--- config.mk ---
export PLATFORM = sky130hd
export DESIGN_NAME = inv_arbiter
export DESIGN_NICKNAME = d
export VERILOG_FILES = /design/src/rtl/inv_arb_pkg.sv /design/src/rtl/inv_arbiter_rr.sv /design/src/rtl/inv_arbiter.sv
export SDC_FILE = /design/constraint.sdc
export NUM_CORES = 1
export LEC_CHECK = 0
export ABC_AREA = 1
export CAP_MARGIN = 20
export CORE_AREA = 2 2 127 129
export CTS_CLUSTER_SIZE = 28
export DETAILED_ROUTE_END_ITERATION = 8
export DIE_AREA = 0 0 129 131
export DONT_BUFFER_PORTS = 1
export HOLD_SLACK_MARGIN = 0.05
export SETUP_SLACK_MARGIN = 0.1
export SLEW_MARGIN = 30
export SYNTH_ARGS = -nofsm -noshare
export SYNTH_HDL_FRONTEND = slang
export SYNTH_SLANG_ARGS = --single-unit
--- constraint.sdc ---
create_clock -name clk -period 3.6 [get_ports clk]
set_input_delay 0.72 -clock clk [delete_from_list [all_inputs] [get_ports clk]]
set_output_delay 0.72 -clock clk [all_outputs]
set_load 0.02 [all_outputs]
--- src/rtl/inv_arb_pkg.sv ---
// Shared types and Q-format constants for the reciprocal-unit arbiter.
// Optional non-positive divisor guard: define INV_ZERO_GUARD_EN.
package inv_arb_pkg;

    typedef enum logic [1:0] {
        S_IDLE  = 2'd0,
        S_ISSUE = 2'd1,
        S_DRAIN = 2'd2,
        S_RESP  = 2'd3
    } state_t;

    localparam int Q_DATA_W    = 32;
    localparam int Q_FRAC_BITS = 24;

    localparam logic [Q_DATA_W-1:0] ONE     = Q_DATA_W'(1) << Q_FRAC_BITS;
    localparam logic [Q_DATA_W-1:0] SAT_MAX = {1'b0, {(Q_DATA_W-1){1'b1}}};

    function automatic int id_width(input int n);
        return (n > 1) ? $clog2(n) : 1;
    endfunction

    // Positive saturation for an arbitrary width, sliced down by the caller.
    function automatic logic [63:0] sat_max(input int w);
        return (64'd1 << (w - 1)) - 64'd1;
    endfunction

endpackage

--- src/rtl/inv_arbiter_rr.sv ---
// Combinational round-robin picker: first set request at or after ptr.
// Used by inv_arbiter; no clock, no state.
module rr_arbiter
    import inv_arb_pkg::*;
#(
    parameter int N_REQ = 4,
    parameter int ID_W  = id_width(N_REQ)
) (
    input  logic [N_REQ-1:0] req,
    input  logic [ID_W-1:0]  ptr,
    output logic [N_REQ-1:0] grant,
    output logic [ID_W-1:0]  grant_id
);

    logic            found;
    logic [ID_W-1:0] idx;

    always_comb begin
        grant    = '0;
        grant_id = '0;
        found    = 1'b0;
        idx      = '0;
        for (int k = 0; k < N_REQ; k++) begin
            idx = ID_W'((int'(ptr) + k) % N_REQ);
            if (!found && req[idx]) begin
                found      = 1'b1;
                grant[idx] = 1'b1;
                grant_id   = idx;
            end
        end
    end

endmodule

--- src/rtl/inv_arbiter.sv ---
// Round-robin sharing of one Newton-Raphson reciprocal unit among N_REQ ports.
// Optional non-positive divisor guard: define INV_ZERO_GUARD_EN.
module inv_arbiter
    import inv_arb_pkg::*;
#(
    parameter int DATA_W    = 32,
    parameter int FRAC_BITS = 24,
    parameter int N_REQ     = 4
) (
    input  logic                    clk,
    input  logic                    rstn,
    input  logic [N_REQ-1:0]        req_valid,
    input  logic [N_REQ*DATA_W-1:0] req_dd,
    output logic [N_REQ-1:0]        req_ready,
    output logic [N_REQ-1:0]        rsp_valid,
    output logic [DATA_W-1:0]       rsp_data,
    output logic                    rsp_err,
    output logic                    busy,
    output logic                    inv_start,
    output logic [DATA_W-1:0]       inv_dd,
    input  logic [DATA_W-1:0]       inv_q,
    input  logic                    inv_done
);

    localparam int ID_W = id_width(N_REQ);

    if (FRAC_BITS >= DATA_W || N_REQ < 2 || N_REQ > 8) begin : g_cfg_err
        $error("inv_arbiter: unsupported DATA_W/FRAC_BITS/N_REQ");
    end

    state_t            state;
    logic [ID_W-1:0]   rr_ptr;
    logic [ID_W-1:0]   id_r;
    logic [ID_W-1:0]   grant_id;
    logic [ID_W-1:0]   ptr_nxt;
    logic [N_REQ-1:0]  grant;
    logic [N_REQ-1:0]  id_oh;
    logic [N_REQ-1:0]  gid_oh;
    logic [DATA_W-1:0] dd_sel;
    logic [DATA_W-1:0] res_r;
    logic              accept;

    rr_arbiter #(
        .N_REQ (N_REQ),
        .ID_W  (ID_W)
    ) u_rr (
        .req      (req_valid),
        .ptr      (rr_ptr),
        .grant    (grant),
        .grant_id (grant_id)
    );

    // Gated by rstn so no port sees a ready strobe while reset is held.
    assign accept    = rstn && (state == S_IDLE) && (|req_valid);
    assign req_ready = accept ? grant : '0;
    assign busy      = (state != S_IDLE);
    assign dd_sel    = req_dd[int'(grant_id)*DATA_W +: DATA_W];

    assign id_oh   = {{(N_REQ-1){1'b0}}, 1'b1} << id_r;
    assign gid_oh  = {{(N_REQ-1){1'b0}}, 1'b1} << grant_id;
    assign ptr_nxt = (id_r == ID_W'(N_REQ - 1)) ? '0 : id_r + 1'b1;

`ifdef INV_ZERO_GUARD_EN
    localparam logic [DATA_W-1:0] SAT = DATA_W'(sat_max(DATA_W));

    logic dd_bad;
    logic err_r;

    assign dd_bad  = dd_sel[DATA_W-1] || (dd_sel == '0);
    assign rsp_err = err_r;
`else
    assign rsp_err = 1'b0;
`endif

    always_ff @(posedge clk or negedge rstn) begin
        if (!rstn) begin
            state     <= S_IDLE;
            rr_ptr    <= '0;
            id_r      <= '0;
            res_r     <= '0;
            inv_start <= 1'b0;
            inv_dd    <= '0;
            rsp_valid <= '0;
            rsp_data  <= '0;
`ifdef INV_ZERO_GUARD_EN
            err_r     <= 1'b0;
`endif
        end else begin
            unique case (state)
                S_IDLE: begin
                    if (accept) begin
                        id_r <= grant_id;
`ifdef INV_ZERO_GUARD_EN
                        if (dd_bad) begin
                            rsp_valid <= gid_oh;
                            rsp_data  <= SAT;
                            err_r     <= 1'b1;
                            state     <= S_RESP;
                        end else
`endif
                        begin
                            inv_dd    <= dd_sel;
                            inv_start <= 1'b1;
                            state     <= S_ISSUE;
                        end
                    end
                end
                S_ISSUE: begin
                    if (inv_done) begin
                        res_r     <= inv_q;
                        inv_start <= 1'b0;
                        state     <= S_DRAIN;
                    end
                end
                // A new start while done is still high would return a stale q.
                S_DRAIN: begin
                    if (!inv_done) begin
                        rsp_valid <= id_oh;
                        rsp_data  <= res_r;
                        state     <= S_RESP;
                    end
                end
                S_RESP: begin
                    rsp_valid <= '0;
                    rsp_data  <= '0;
`ifdef INV_ZERO_GUARD_EN
                    err_r     <= 1'b0;
`endif
                    rr_ptr    <= ptr_nxt;
                    state     <= S_IDLE;
                end
                default: state <= S_IDLE;
            endcase
        end
    end

    logic unused_gid_oh;
    assign unused_gid_oh = ^gid_oh;

endmodule

After elaboration in Yosys (flattened, before gate mapping)
Index checks and enable logic that the tools add are counted. W data, S select, Z words.

Add/subtract/negate cells: 4. Order comparisons: 8. Equality and inequality tests: 7. Shift-type cells: 2. Mux-type cells: 40. Bitwise logic cells: 3. Reductions and logical operators: 22.

Operators by type and width (count): $shiftx A128 B8 Y32 (1); $pmux W32 S2 (1); $mux W32 (1); $mux W4 (6); $mux W2 (8); $mux W1 (13); $lt A2 B3 Y1 const B (4); $or A4 B4 Y4 (3); $logic_and A1 B1 Y1 (9); $bmux W1 S2 (4); $demux W1 S2 (4); $ge A2 B1 Y1 const B (4); $pmux W2 S4 (1); $pmux W4 S2 (1); $eq A2 B2 Y1 const B (3); $ne A2 B2 Y1 const B (3); $reduce_and A2 Y1 (3); $reduce_and A3 Y1 (2); $reduce_bool A2 Y1 (3); $add A2 B1 Y2 const B (2); $add A2 B2 Y2 const B (2); $reduce_or A4 Y1 (1); $shl A1 B2 Y4 const A (1); $logic_not A1 Y1 (3); other kinds (3) (3).

Flip-flop bits (word level): 107. Bits of input ports: 167. Output and inout bits: 75. Word-level logic and storage cells: 94.

Longest topological paths before layout
Depth in word-level cells: 13. Gate-level depth with buffers: 18.

By module
Synthesis repeated with hierarchy kept, for this count alone.

Cell total of the unflattened synthesis: 815. Area total of the unflattened synthesis: 5905.7 um2.

By module, submodules not included: inv_arbiter (times used 1, cells each 742, area an instance 5466.5 um2, sequential area each 2677.6 um2); rr_arbiter (times used 1, cells each 73, area an instance 439.2 um2, sequential area each 0.0 um2).

Worst setup path after synthesis
Ideal clock, no wire load.

Path kind: flip-flop to output port. From: reg rr_ptr[0]. To: out req_ready[3]. Arrival: 1.893 ns. Required time: 2.880 ns. Path slack: 0.987 ns. Cell stages (with the launch flop): 15. Buffers on the path: 1. Path through: dfrtp_1 buf_6 inv_4 ha_1 inv_1 nand3_1 nand2_4 inv_2 nor2_8 nand2_1 inv_1 nand3_1 nand4_1 nand2_1 inv_1.

Longest elaborated chain between the ends: 13. Elaborated cells between the ends (all ways): 48.

Ends and longest elaborated chain: start, declared (line inv_arbiter.sv:32) `logic [ID_W-1:0] rr_ptr;`; start signal, assigned (line inv_arbiter.sv:129) `rr_ptr <= ptr_nxt;`; branches (longest 11 deep; another with $lt A2 B3 Y1); $mux W4 * (line inv_arbiter_rr.sv:25) `if (!found && req[idx]) begin`; $mux W4 * (line inv_arbiter.sv:55) `assign req_ready = accept ? grant : '0;`; end, declared (line inv_arbiter.sv:14) `output logic [N_REQ-1:0] req_ready,`.

Every way passes the cells marked *. The select of a mux whose other input is x is not followed.

Worst setup path in the final report
From: reg rr_ptr[1]. To: out req_ready[3].

Same word-level chain as after synthesis.

==> flow_summary.toml <==
[logic_synthesis]
synth_flop_cell = "dfrtp_1"
yosysSeqAreaShare_pct = 44.0
synth_area_sq_um = 6090
postSynthAreaPerCell_sq_um = 7.62
synth.net_count = 983
yosys_warnings = 0
ys_ff_latch = 107
ys_async_sr_fraction_pct = 100
syn_inst = 800
synth-edff-count = 0
ys_types = 29

[sta]
tightestPinTransition_ps = 821
slew_violations = 0
timing.final.crit_period_ps = 3230
setup_tns_ps = 0
slew_headroom_pct = 45.1
hold_viol_final = 0
fmax_mhz = 310
clock_skew_ps = 5.48
setup_viol = 0
rsz0062_at_grt = "false"
whs_ps = 261
finalCritPeriodShare_pct = 89.7

[route]
drc = 0
antenna_left = 0
first_pass_iters = 5
viasPerCell = 5.12
wl_mm = 16.5
vias = 5119
first_iter_violations = 361
wire_per_inst_um = 16.5

[placement]
dp_hpwl_mm = 11.1
placed_cells = 981
place_area_sq_um = 6200
gp_congestion = 0.917
port_buffers = 0

[finish]
drive_gt1_share_pct = 10.2
fin_cells = 999
final_cell_mix = "315 x nand2_1, 127 x nand3_1, 106 x dfrtp_1, 80 x inv_1, 42 x o21ai_0"
fillCellCount = 1620
design_area_sq_um = 6540
antenna_cells = 0
fin_nets = 961
area_delta_synth_final_pct = 7.41
final_common_cell = "nand2_1"

[clocking]
cts_num_sinks = 107
clock_latency_ps = 350
cts_root_buf = "clkbuf_16"
cts_buffers = 9
cts_tree = "done"
cts.clk_slew.worst_paths_ps = 80
htreeDepth = 3
cts_buffer_depth = 2

[floorplan]
design.core.area_sq_um = 15600
io_pins = 242
num_rows = 46
die_area_sq_um = 16900
die_h_um = 131
initial_core_util_pct = 39.1
die_w_um = 129

[global_routing]
antenna_found_initial = 1
grt_start_max_net_pins = 94
overflow = 0
grt_pass1_wl_mm = 25.5
grt_usage_pct = 19.3
grt_pass1_vias = 4765

[power_and_ir_drop]
vdd_ir_drop_max_v = 0.000753
p_leak_nw = 3.55
pwr_density_cell_nw_per_um2 = 1140

[setup_path]
path_class = "flop to output port"
cp-start-kind = "flop"
cp_max_fo = 8
crit_arrival_ps = 2510
crit_required_ps = 2880
critPathCaptureType = "output port"

[job]
drv_cap = 0

[outcome]
status = "finished clean"

[min_path]
hold_path.class = "primary input to asynchronous set/reset pin"
-- through the flow --
step	util, %	total power [mW]	setup slack (ps)
floorplan	-	5.79	987
global placement	39.7	6.44	675
detailed placement	39.7	6.49	603
CTS	41.9	7.57	279
global route	42.0	8.20	124
finish	42.0	7.48	371
-- report_power, final --
part	internal, mW	total [mW]	switching, mW
combinational	1.29	3.85	2.56
clock	0.496	1.01	0.512
sequential	1.79	2.63	0.839
total	3.57	7.48	3.91
-- cells in the mapped netlist (all sizes together) (2+ instances only) --
master / instances / share of area [%]
nand2: 322 / 20
nand3: 129 / 11
dfrtp: 107 / 44
inv: 84 / 5.2
o21ai: 42 / 3.5
mux2: 32 / 5.9
buf: 29 / 3.1
ha: 16 / 3.3
clkbuf: 15 / 0.92
nor2: 7 / 1.2
nand4: 6 / 0.72
a22oi: 3 / 0.37
a21oi: 2 / 0.16
o22ai: 2 / 0.21
-- worst max-delay path: stages, from the launching register on --
cell     delay [ps]
dfrtp_1         460
inv_1           260
ha_1            340
inv_1           100
nand3_1         120
nand2_4         110
inv_2            60
nor2_8          120
nand2_1          80
inv_1           110
nand3_1          80
nand4_1          80
nand2_1          50
inv_1           180
-- final timing paths --
kind / cells past startpoint / slack [ps] / from / end
worst min-delay path: 1 / 260 / rstn / inv_dd[19]
worst min register to register: 2 / 500 / res_r[25] / rsp_data[25]
worst max register to register: 13 / 690 / rr_ptr[1] / inv_dd[24]
worst max-delay path: 13 / 370 / rr_ptr[1] / req_ready[3]
max in group asynchronous: 1 / 2180 / rstn / res_r[21]
min in group clk: 2 / 500 / res_r[25] / rsp_data[25]
-- cell type report --
class | count | area (sq um) | area share (%)
clock buffer | 9 | 225 | 3.44
clock inverter | 7 | 80.1 | 1.22
inverter | 84 | 318 | 4.86
multi-input combinational | 565 | 2850 | 43.6
sequential | 107 | 2680 | 40.9
tap | 216 | 270 | 4.13
timing repair buffer | 11 | 118 | 1.80
-- per-layer routing --
metal / up-vias / track usage (%) / wire length, um / share of wire (%)
li1: 2488 / - / - / -
met1: 2421 / 25.7 / 7230 / 44
met2: 181 / 30.5 / 7690 / 47
met3: 27 / 5.09 / 1180 / 7.2
met4: 2 / 7.03 / 352 / 2.1
met5: - / 0 / 9 / 0.055
-- cells by family (layout without fill, tap and decap cells) --
family                   count (synthesis)  in the layout  share of synthesized area (%)
buffers and inverters                  128            111                           9.28
AO/OA/AOI/OAI                           51             51                           4.42
multiplexers                            32             32                           5.92
other                                    1              1                         0.0616
adder cells (fa/ha/maj)                 16             16                           3.29
flip-flops                             107            107                           44.0
AND/OR/NAND/NOR                        465            465                           33.1
-- state kept, by name, indices dropped and copies added, names as in the netlist --
name / flops
rr_ptr: 2
id_r: 2
inv_start: 1
rsp_valid: 4
res_r: 32
inv_dd: 32
state: 2
rsp_data: 32
-- repair_timing --
action | 4_1_cts | 5_1_grt
setup buffers | 0 | 0
hold buffers | 2 | 0
gates resized for setup | 0 | 1
setup endpoints to repair | 0 | 4
endpoints found under the hold margin | 93 | 0
(Power assumes the default switching activity.)
==> variant 1, RTL diff (same settings) <==
Re-encode `state_t` (4 states) as Gray code, 2 bits wide.
--- a/src/rtl/inv_arb_pkg.sv
+++ b/src/rtl/inv_arb_pkg.sv
@@ -3,10 +3,10 @@
 package inv_arb_pkg;
 
     typedef enum logic [1:0] {
-        S_IDLE  = 2'd0,
-        S_ISSUE = 2'd1,
-        S_DRAIN = 2'd2,
-        S_RESP  = 2'd3
+        S_IDLE  = 2'b00,
+        S_ISSUE = 2'b01,
+        S_DRAIN = 2'b11,
+        S_RESP  = 2'b10
     } state_t;
 
     localparam int Q_DATA_W    = 32;
Behaviour: same outputs for any inputs over 4 cycles, from zero or initial values and one cycle with rstn low; so few cycles prove little.
==> variant 1 against the original RTL <==
- die area is the same
- area after synthesis shrank 0.58%
- setup slack lost 30 ps
- critical path depth is the same
- sequential cell count is the same
- final cell count grew 1.0%
- clock power shrank 5%
- final area shrank 1.5%
- sequential power shrank 4%
- clock skew grew 7.1 ps
- total power shrank 5.6%
- wire length shrank 0.91%
==> variant 1: results (changes against the original RTL) <==
Switch Pwr=0.003744 W (was 0.003913 W); post-synthesis adder-cell area fraction=2.272% (was 3.286%); Area after DPL=6120 um^2 (was 6200 um^2); final net count=966 (was 961); compound-cell area share of the yosys netlist=7.912% (was 4.416%); wire length per cell=16.17 um (was 16.48 um); gr usage total=18.88% (was 19.29%); met3 Resource Use GR=5.415% (was 5.090%); WL met3=1.335 mm (was 1.178 mm); mux share of post-synthesis cell area=0% (was 5.915%); peak supply drop=0.0004441 V (was 0.0007533 V); crit path max fanout=8 (unchanged); 1st-pass router iterations=4 (was 5); worst hold slack=209.9 ps (was 260.9 ps); antenna violations before repair=0 (was 1); Iter 0 DRT Violations=204 (was 361); DRT met1 WL=7.076 mm (was 7.233 mm); areal power density over the cells=1096 nW/um^2 (was 1144 nW/um^2); Fmax=0.3069 GHz (was 0.3097 GHz); Vias/cell=4.977 (was 5.124); layout cells sized above 1=7.818% (was 10.22%); vias in the first global route=4624 (was 4765); Vias=5022 (was 5119); met2 routed WL=7.612 mm (was 7.686 mm); largest cells by area after synthesis=dfrtp_1 (44%), nand2_1 (15%), nand3_1 (13%) (was dfrtp_1 (44%), nand2_1 (19%), nand3_1 (10%)); Largest stage delay, worst path=520 ps (was 460 ps); sequential share of the synthesized area=44.21% (was 43.95%); Post-DP HPWL=10.96 mm (was 11.05 mm); Setup WS pre-CTS=461.5 ps (was 602.6 ps); first-pass GRT wire length=24.63 mm (was 25.47 mm); DP Cell Count=991 (was 981); Placer Congestion=0.8466 (was 0.9167); FF-to-FF setup slack=540 ps (was 690 ps); Reg power frac=35.8% (was 35.1%); Post-Syn Instances=817 (was 800); Global Route met2 Usage=30.81% (was 30.47%); status=completed (unchanged); met1 Use GR=23.94% (was 25.66%)
-- variant 1: area by class of cell --
cell class	count	area (um^2)
fillers	1626	9150
well taps	216	270.3
clock buffers	11	242.7
clock inverters	5	36.28
multi-input cells	540	2665
flip-flops and latches	107	2679
repair buffers	7	85.08
inverters	123	469.2
-- variant 1: what timing repair did --
action / 4_1_cts / 5_1_grt
endpoints found under the hold margin: 66 / 0
endpoints found under the setup margin: 0 / 4
hold buffers: 2 / 0
gates resized for setup: 0 / 1
-- variant 1: final timing paths --
| kind | start | to | cells after the start |
|---|---|---|---|
| hold reg to reg | res_r[14] | rsp_data[14] | 2 |
| max in group asynchronous | rstn | inv_dd[20] | 1 |
| hold / removal | rstn | res_r[7] | 1 |
| setup / recovery | rr_ptr[1] | req_ready[2] | 13 |
| setup reg to reg | rr_ptr[1] | inv_dd[7] | 12 |
| min in group clk | inv_q[25] | res_r[25] | 2 |
==> variant 2, RTL diff (same flow settings) <==
Without the edit above. Build with the macro `INV_ZERO_GUARD_EN` defined.
--- a/src/rtl/inv_arbiter.sv
+++ b/src/rtl/inv_arbiter.sv
@@ -1,5 +1,7 @@
 // Round-robin sharing of one Newton-Raphson reciprocal unit among N_REQ ports.
 // Optional non-positive divisor guard: define INV_ZERO_GUARD_EN.
+`define INV_ZERO_GUARD_EN
+
 module inv_arbiter
     import inv_arb_pkg::*;
 #(
Check against the original RTL: not equivalent (Yosys sat finds a counterexample within 4 cycles, from zero or initial values and one cycle with rstn low).
==> variant 2 against the original RTL <==
- via count increased by 4.9%
- critical endpoint is now rsp_data[15]
- final area increased by 5.7%
- area after synthesis increased by 2.4%
- critical path type is now register to register
- wire length increased by 6.9%
- count of clock-buffer cells in the layout increased by 2
- setup slack improved by 32 ps
- global-route usage increased by 0.70 points
- first-iteration DRC count increased by 14%
- sequential cell count increased by 1
- die area unchanged
Power is left out: the tool's default activity adds up to more than one toggle a clock period on the data nets, which glitch-free logic cannot reach.
==> variant 2: results (changes against the original RTL) <==
vias in the first global route=5193 (was 4765); largest cells by area after synthesis=dfrtp_1 (43%), nand2_1 (14%), nand3_1 (12%) (was dfrtp_1 (44%), nand2_1 (19%), nand3_1 (10%)); first-pass GRT wire length=26.62 mm (was 25.47 mm); Crit. Startpoint=rr_ptr[0] (was rr_ptr[1]); Largest stage delay, worst path=390 ps (was 460 ps); Iter 0 DRT Violations=410 (was 361); Vias=5372 (was 5119); Reg2Reg Depth=23 (was 13); RR Endpoint=rsp_data[15] (was inv_dd[24]); Inverters=31 (was 84); Post-DP HPWL=12.14 mm (was 11.05 mm); cell family with most CP delay=simple AND/OR/NAND/NOR gates (was buffers and inverters); Multi-input gate area=3169 um^2 (was 2854 um^2); final net count=934 (was 961); ClkCell Share=4.378% (was 4.665%); critical path arrival=3430 ps (was 2510 ps); largest net degree at the start of global routing=110 (was 94); met1 Use GR=24.97% (was 25.66%); Synth Net Count=949 (was 983); status=completed (unchanged); # fillers=1534 (was 1620); Post-Route Skew=6.953 ps (was 5.484 ps); antenna violations before repair=0 (was 1); WL met3=1.386 mm (was 1.178 mm); Worst Setup End Kind=register (was primary output); sequential cell area=2703 um^2 (was 2679 um^2); wire length per cell=18.06 um (was 16.48 um); top routing layer in use=met4 (was met5); DRT met1 WL=7.119 mm (was 7.233 mm); Multi-Input Combinational=580 (was 565); hold_buf cts=1 (was 2); Signal buf overhead=5.137% (was 1.797%); library cells used by synthesis=31 (was 29); Max-slew headroom=69.16% (was 45.06%); layout cells sized above 1=17.55% (was 10.22%); # clk buffers=11 (was 9); gr usage total=19.99% (was 19.29%); met3 Resource Use GR=5.945% (was 5.090%)
## variant 2: changes by cell type in the layout (fill, tap and decap cells not counted), sizes merged, moves of 13 or more
cell / unedited run / this run
nand2: 322 / 243
inv: 87 / 32
o21ai: 42 / 79
a21oi: 2 / 33
nand3: 129 / 149
nor2: 7 / 20
## variant 2: stage by stage
step / instance area, um^2 / hold WS (ps) / instances / utilization [%] / setup slack (ps)
floorplan: 6240 / 424.4 / 768 / - / 636.3
finish: 6917 / 70.92 / 974 / 44.34 / 403.2
global placement: 6427 / 426.6 / 951 / 41.21 / 337.3
detailed placement: 6427 / 426.3 / 951 / 41.21 / 251.3
CTS: 6740 / 50.94 / 968 / 43.21 / 229.3
global route: 6917 / 50.46 / 974 / 44.34 / 115.9
## variant 2: kinds of logic after synthesis
group	share of synthesized area, %
mux	5.775
flops	43.31
compound gates	12.27
fa+ha+maj	2.807
simple gates	29.24
buf+inv	6.597
